--- src/rtl/fifo_uart_tx_pkg.sv ---
// fifo_uart_tx_pkg
//   Shared definitions for the FIFO-to-UART transmit path: FSM state
//   encoding, 8N1 frame constants and the bit-period helper.
//   No ports.
package fifo_uart_tx_pkg;

  typedef enum logic [2:0] {
    ST_IDLE  = 3'd0,
    ST_RD    = 3'd1,
    ST_LATCH = 3'd2,
    ST_START = 3'd3,
    ST_DATA  = 3'd4,
    ST_STOP  = 3'd5
  } tx_state_e;

  localparam int FRAME_BITS = 10;  // start + 8 data + stop
  localparam int DATA_BITS  = 8;

  // Clock cycles per UART bit, truncated.
  function automatic int bit_cycles(input int clk_freq, input int bps);
    return clk_freq / bps;
  endfunction

endpackage

--- src/rtl/fifo_uart_tx_baud_cnt.sv ---
// fifo_uart_tx_baud_cnt
//   Bit-period counter for the UART transmitter. Counts 0..BIT_CYC-1 while
//   enabled and is held at zero while disabled, so every frame starts on a
//   fresh bit period.
// Ports
//   clk_i          system clock
//   rst_ni         asynchronous active-low reset
//   en_i           count enable; clears the counter when low
//   bit_end_o      high while the count is BIT_CYC-1 (last cycle of a bit)
//   bit_pre_end_o  high while the count is BIT_CYC-2, lets the caller
//                  register a pulse that lands on the last cycle of a bit
module fifo_uart_tx_baud_cnt #(
  parameter int BIT_CYC = 434   // must be >= 2
) (
  input  logic clk_i,
  input  logic rst_ni,
  input  logic en_i,
  output logic bit_end_o,
  output logic bit_pre_end_o
);

  localparam int CNT_W = (BIT_CYC > 2) ? $clog2(BIT_CYC) : 1;
  localparam logic [CNT_W-1:0] LAST     = CNT_W'(BIT_CYC - 1);
  localparam logic [CNT_W-1:0] PRE_LAST = CNT_W'(BIT_CYC - 2);

  logic [CNT_W-1:0] cnt_q, cnt_d;

  always_comb begin
    cnt_d = cnt_q;
    if (!en_i) begin
      cnt_d = '0;
    end else if (cnt_q == LAST) begin
      cnt_d = '0;
    end else begin
      cnt_d = cnt_q + CNT_W'(1);
    end
  end

  always_ff @(posedge clk_i or negedge rst_ni) begin
    if (!rst_ni) begin
      cnt_q <= '0;
    end else begin
      cnt_q <= cnt_d;
    end
  end

  assign bit_end_o     = en_i && (cnt_q == LAST);
  assign bit_pre_end_o = en_i && (cnt_q == PRE_LAST);

endmodule

--- src/rtl/fifo_uart_tx.sv ---
// fifo_uart_tx
//   Drains a standard-read (non-FWFT) synchronous FIFO and sends each byte
//   as an 8N1 UART frame, LSB first. Frames run back to back while the FIFO
//   is non-empty; fifo_empty is only looked at between frames.
// Ports
//   sys_clk       system clock, rising edge
//   sys_rst_n     asynchronous active-low reset
//   fifo_empty    FIFO empty flag
//   fifo_rd_data  FIFO read data, valid the cycle after fifo_rd_en
//   fifo_rd_en    one-cycle read strobe (registered)
//   uart_txd      serial line, idles high (registered)
//   tx_busy       high from the read strobe until the stop bit ends
//   tx_done       one-cycle pulse on the last cycle of the stop bit
//
// state    | meaning
// ---------+------------------------------------------------------
// ST_IDLE  | line high, waiting for a non-empty FIFO
// ST_RD    | read strobe high for this single cycle
// ST_LATCH | FIFO data valid, load shift register, drive start bit
// ST_START | start bit (low) for one bit period
// ST_DATA  | data bits 0..7, LSB first, one bit period each
// ST_STOP  | stop bit (high); tx_done on its last cycle
module fifo_uart_tx
  import fifo_uart_tx_pkg::*;
#(
  parameter int CLK_FREQ = 50_000_000,
  parameter int UART_BPS = 115_200,
  parameter int DATA_W   = 8          // only 8 is supported
) (
  input  logic              sys_clk,
  input  logic              sys_rst_n,
  input  logic              fifo_empty,
  input  logic [DATA_W-1:0] fifo_rd_data,
  output logic              fifo_rd_en,
  output logic              uart_txd,
  output logic              tx_busy,
  output logic              tx_done
);

  localparam int BIT_CYC = bit_cycles(CLK_FREQ, UART_BPS);

  tx_state_e         state_q;
  logic [DATA_W-1:0] shift_q;
  logic [2:0]        bit_idx_q;
  logic              rd_en_q;
  logic              txd_q;
  logic              busy_q;
  logic              done_q;

  logic baud_en;
  logic bit_end;
  logic bit_pre_end;

  // The counter is cleared through LATCH, so START always begins at zero.
  assign baud_en = (state_q == ST_START) || (state_q == ST_DATA) ||
                   (state_q == ST_STOP);

  fifo_uart_tx_baud_cnt #(
    .BIT_CYC (BIT_CYC)
  ) u_baud_cnt (
    .clk_i         (sys_clk),
    .rst_ni        (sys_rst_n),
    .en_i          (baud_en),
    .bit_end_o     (bit_end),
    .bit_pre_end_o (bit_pre_end)
  );

  always_ff @(posedge sys_clk or negedge sys_rst_n) begin
    if (!sys_rst_n) begin
      state_q   <= ST_IDLE;
      shift_q   <= '0;
      bit_idx_q <= '0;
      rd_en_q   <= 1'b0;
      txd_q     <= 1'b1;
      busy_q    <= 1'b0;
      done_q    <= 1'b0;
    end else begin
      rd_en_q <= 1'b0;
      done_q  <= 1'b0;
      unique case (state_q)
        ST_IDLE: begin
          if (!fifo_empty) begin
            state_q <= ST_RD;
            rd_en_q <= 1'b1;
            busy_q  <= 1'b1;
          end
        end
        ST_RD: begin
          state_q <= ST_LATCH;
        end
        ST_LATCH: begin
          shift_q <= fifo_rd_data;
          txd_q   <= 1'b0;
          state_q <= ST_START;
        end
        ST_START: begin
          if (bit_end) begin
            txd_q     <= shift_q[0];
            shift_q   <= shift_q >> 1;
            bit_idx_q <= '0;
            state_q   <= ST_DATA;
          end
        end
        ST_DATA: begin
          if (bit_end) begin
            if (bit_idx_q == 3'd7) begin
              txd_q   <= 1'b1;
              state_q <= ST_STOP;
            end else begin
              txd_q     <= shift_q[0];
              shift_q   <= shift_q >> 1;
              bit_idx_q <= bit_idx_q + 3'd1;
            end
          end
        end
        ST_STOP: begin
          // Registered one cycle early so the pulse sits on the final stop cycle.
          if (bit_pre_end) begin
            done_q <= 1'b1;
          end
          if (bit_end) begin
            busy_q  <= 1'b0;
            state_q <= ST_IDLE;
          end
        end
        default: begin
          state_q <= ST_IDLE;
        end
      endcase
    end
  end

  assign fifo_rd_en = rd_en_q;
  assign uart_txd   = txd_q;
  assign tx_busy    = busy_q;
  assign tx_done    = done_q;

endmodule
--- config.mk ---
export PLATFORM = sky130hd
export DESIGN_NAME = fifo_uart_tx
export DESIGN_NICKNAME = d
export VERILOG_FILES = /design/src/rtl/fifo_uart_tx_pkg.sv /design/src/rtl/fifo_uart_tx_baud_cnt.sv /design/src/rtl/fifo_uart_tx.sv
export SDC_FILE = /design/constraint.sdc
export NUM_CORES = 1
export LEC_CHECK = 0
export ABC_AREA = 1
export CORE_ASPECT_RATIO = 0.9
export CORE_MARGIN = 1
export CORE_UTILIZATION = 56
export CTS_CLUSTER_DIAMETER = 40
export DETAILED_ROUTE_END_ITERATION = 7
export PLACE_DENSITY = 0.79
export REMOVE_ABC_BUFFERS = 1
export SYNTH_ARGS = -nofsm -noshare
export SYNTH_HDL_FRONTEND = slang
export SYNTH_SLANG_ARGS = --single-unit
--- constraint.sdc ---
create_clock -name sys_clk -period 1.8 [get_ports sys_clk]
set_input_delay 0.18 -clock sys_clk [delete_from_list [all_inputs] [get_ports sys_clk]]
set_output_delay 0.18 -clock sys_clk [all_outputs]
set_load 0.02 [all_outputs]
==> impl_metrics.env <==
export IMPL_layout_nets=235
export IMPL_start_kind="flip-flop"
export IMPL_hold_buffers=0
export IMPL_r2r_start="state_q[1]"
export IMPL_cts_tree="built"
export IMPL_root_buffer="clkbuf_4"
export IMPL_skew_ns=0.0136
export IMPL_synth_top_cell_area_share_pct=39.9
export IMPL_placedCellCount=254
export IMPL_r2r_end="shift_q[4]"
export IMPL_core_area_um2=2750
export IMPL_via_per_inst=4.98
export IMPL_finalCriticalPeriod_ns=1.64
export IMPL_dieArea_um2=3130
export IMPL_path_max_fanout=2
export IMPL_instances_no_fill=258
export IMPL_drive_gt1_share_pct=12.8
export IMPL_cts_resized=0
export IMPL_path_clk_slew_ns=0.14
export IMPL_htree_levels=1
export IMPL_cts_sinks=27
export IMPL_synth_edf_count=0
export IMPL_slew_viol_final=0
export IMPL_worst_setup_path_end_kind="output pin"
export IMPL_drc=0
export IMPL_synth_ff_type="dfrtp_1"
export IMPL_setup_tns_ns=0
export IMPL_postCtsSetupBuffers=0
export IMPL_drt_pass1_iter_count=4
export IMPL_wirelength_um=2960
export IMPL_ys_top_cells_by_area="dfrtp_1 (40%), nand2_1 (13%), nand3_1 (8.9%)"
export IMPL_status="finished clean"
export IMPL_slowest_stage="clkdlybuf4s50_1"
export IMPL_max_freq_ghz=0.610
export IMPL_hold_viol=0
export IMPL_pre_cts_slack_ns=0.311
export IMPL_num_antenna_cells=0
export IMPL_port_buffer_count=14
export IMPL_die_h_um=53.2
export IMPL_grt_usage_pct=21.6
export IMPL_yosys_warnings=0
export IMPL_r2r_slack_ns=0.26
export IMPL_path_delay_family="buffers and inverters"
export IMPL_path_class="reg -> out"
export IMPL_grt_max_degree=28
export IMPL_max_stage_delay_ns=0.60
export IMPL_antenna_found_initial=0
export IMPL_synth_seq_area_share_pct=41.5
export IMPL_ir_drop_v=0.000669
export IMPL_fin_area_um2=1820
export IMPL_final_setup_viol_count=0
export IMPL_static_leakage_power_nw=0.901
export IMPL_wl_per_cell_um=11.5
export IMPL_syn_area_um2=1630
export IMPL_ios=15
export IMPL_synth_seq_cells=27
export IMPL_avgSynthCellArea_um2=8.04
export IMPL_yosysMostFrequentCell="nand2_1"
export IMPL_gp_congestion=0.824
export IMPL_synthCells=203
export IMPL_area_growth_synth_to_final_pct=11.3
export IMPL_grt_pass1_vias=1075
export IMPL_synth_commonest_cells="nand2_1 (58), nand3_1 (29), dfrtp_1 (26)"
export IMPL_synth_cell_type_count=28
export IMPL_path_cells="clkdlybuf4s50_1"
export IMPL_drtAntennaViolNets=0
export IMPL_fillers=239
export IMPL_slew_headroom_pct=66.3
export IMPL_place_area_um2=1790
export IMPL_crit_buf_inv=1
export IMPL_post_dp_hpwl_um=2340
export IMPL_yosys_area_top_type="dfrtp_1"
export IMPL_finalWorstSetupSlack_ns=0.160
export IMPL_initial_utilization_pct=59.4
export IMPL_via_count=1284
export IMPL_cts_buffers=3
export IMPL_cp_data_required_time_ns=1.62
export IMPL_drt_iter0_markers=39
export IMPL_maxCapViolations=0
export IMPL_r2r_cells=5
export IMPL_min_period_over_period_pct=91.1
export IMPL_die_w_um=58.9
export IMPL_p_per_area_nw_per_um2=1320
export IMPL_insertion_delay_ns=0.32
export IMPL_tightest_slew_ns=0.502
export IMPL_async_reset_ff_share_pct=100
export IMPL_arrival_ns=1.46
export IMPL_overflow=0
export IMPL_grt_pass1_wl_um=4950
export IMPL_min_path_type="in -> async"
export IMPL_rsz0062_at_grt="no"
export IMPL_cts_buffer_depth=2
export IMPL_row_count=18
## placed cells by master (no fill, tap or decap), types with 2 or more instances in the layout
master and n:
a21oi_1 2, ha_1 5, inv_1 16, clkbuf_4 3, nor2_8 2, clkdlybuf4s50_1 14, nor2_1 23, o21ai_1 2
nand2_4 8, nand2_1 58, buf_4 2, nand3_1 29, nand2_2 5, nand4_1 3, dfrtp_1 26, nor3_1 3
o21ai_0 5
## how the worst max path moves through the flow
stage | end | depth (start not counted) | from
finish | uart_txd | 1 | uart_txd
global route | uart_txd | 1 | uart_txd
CTS | uart_txd | 1 | uart_txd
detailed placement | shift_q[5] | 8 | state_q[1]
global placement | shift_q[6] | 8 | state_q[1]
floorplan | shift_q[0] | 8 | state_q[1]
## final cells by class
cell class	instances	area [um2]	area share [%]
Clock buffer	3	22.5	1.24
Clock inverter	1	5.00	0.275
Inverter	18	72.6	3.99
Multi-Input combinational cell	153	835	45.9
Sequential cell	27	677	37.3
Tap cell	40	50.0	2.75
Timing Repair Buffer	16	155	8.54
## logic make-up (layout without fill, tap and decap cells)
| logic type | count (synthesis) | after routing | share of synthesized area [%] |
|---|---|---|---|
| simple gates | 136 | 136 | 43.1 |
| flops | 27 | 27 | 41.5 |
| buf+inv | 23 | 38 | 7.36 |
| compound gates | 10 | 10 | 3.14 |
| fa+ha+maj | 5 | 5 | 3.83 |
| xor+xnor | 2 | 2 | 1.07 |
## through the flow
stage	util (%)	power, mW	hold WS (ns)
2_1_floorplan	-	1.86	-0.116
3_3_place_gp	65.1	2.11	0.451
3_5_place_dp	65.1	2.16	0.463
4_1_cts	66.1	2.40	0.211
5_1_grt	66.1	2.63	0.216
6_report	66.1	2.39	0.204
## state kept, by name, indices dropped and copies added (netlist names)
name / count
fifo_rd_en: 1
tx_busy: 1
bit_idx_q: 3
uart_txd: 1
u_baud_cnt.cnt_q: 9
state_q: 3
shift_q: 8
tx_done: 1
## power by group
part           switching, mW  internal, mW
logic                  0.755         0.425
clock network          0.169        0.0833
registers              0.194         0.767
## per-layer routing
metal	global-route usage (%)	wire, um	vias up
li1	-	-	678
met1	30.2	1530	575
met2	33.7	1310	29
met3	5.87	112	2
met4	3.57	8	0
met5	0	0	-
No activity file was read; power rests on OpenSTA's default activity.
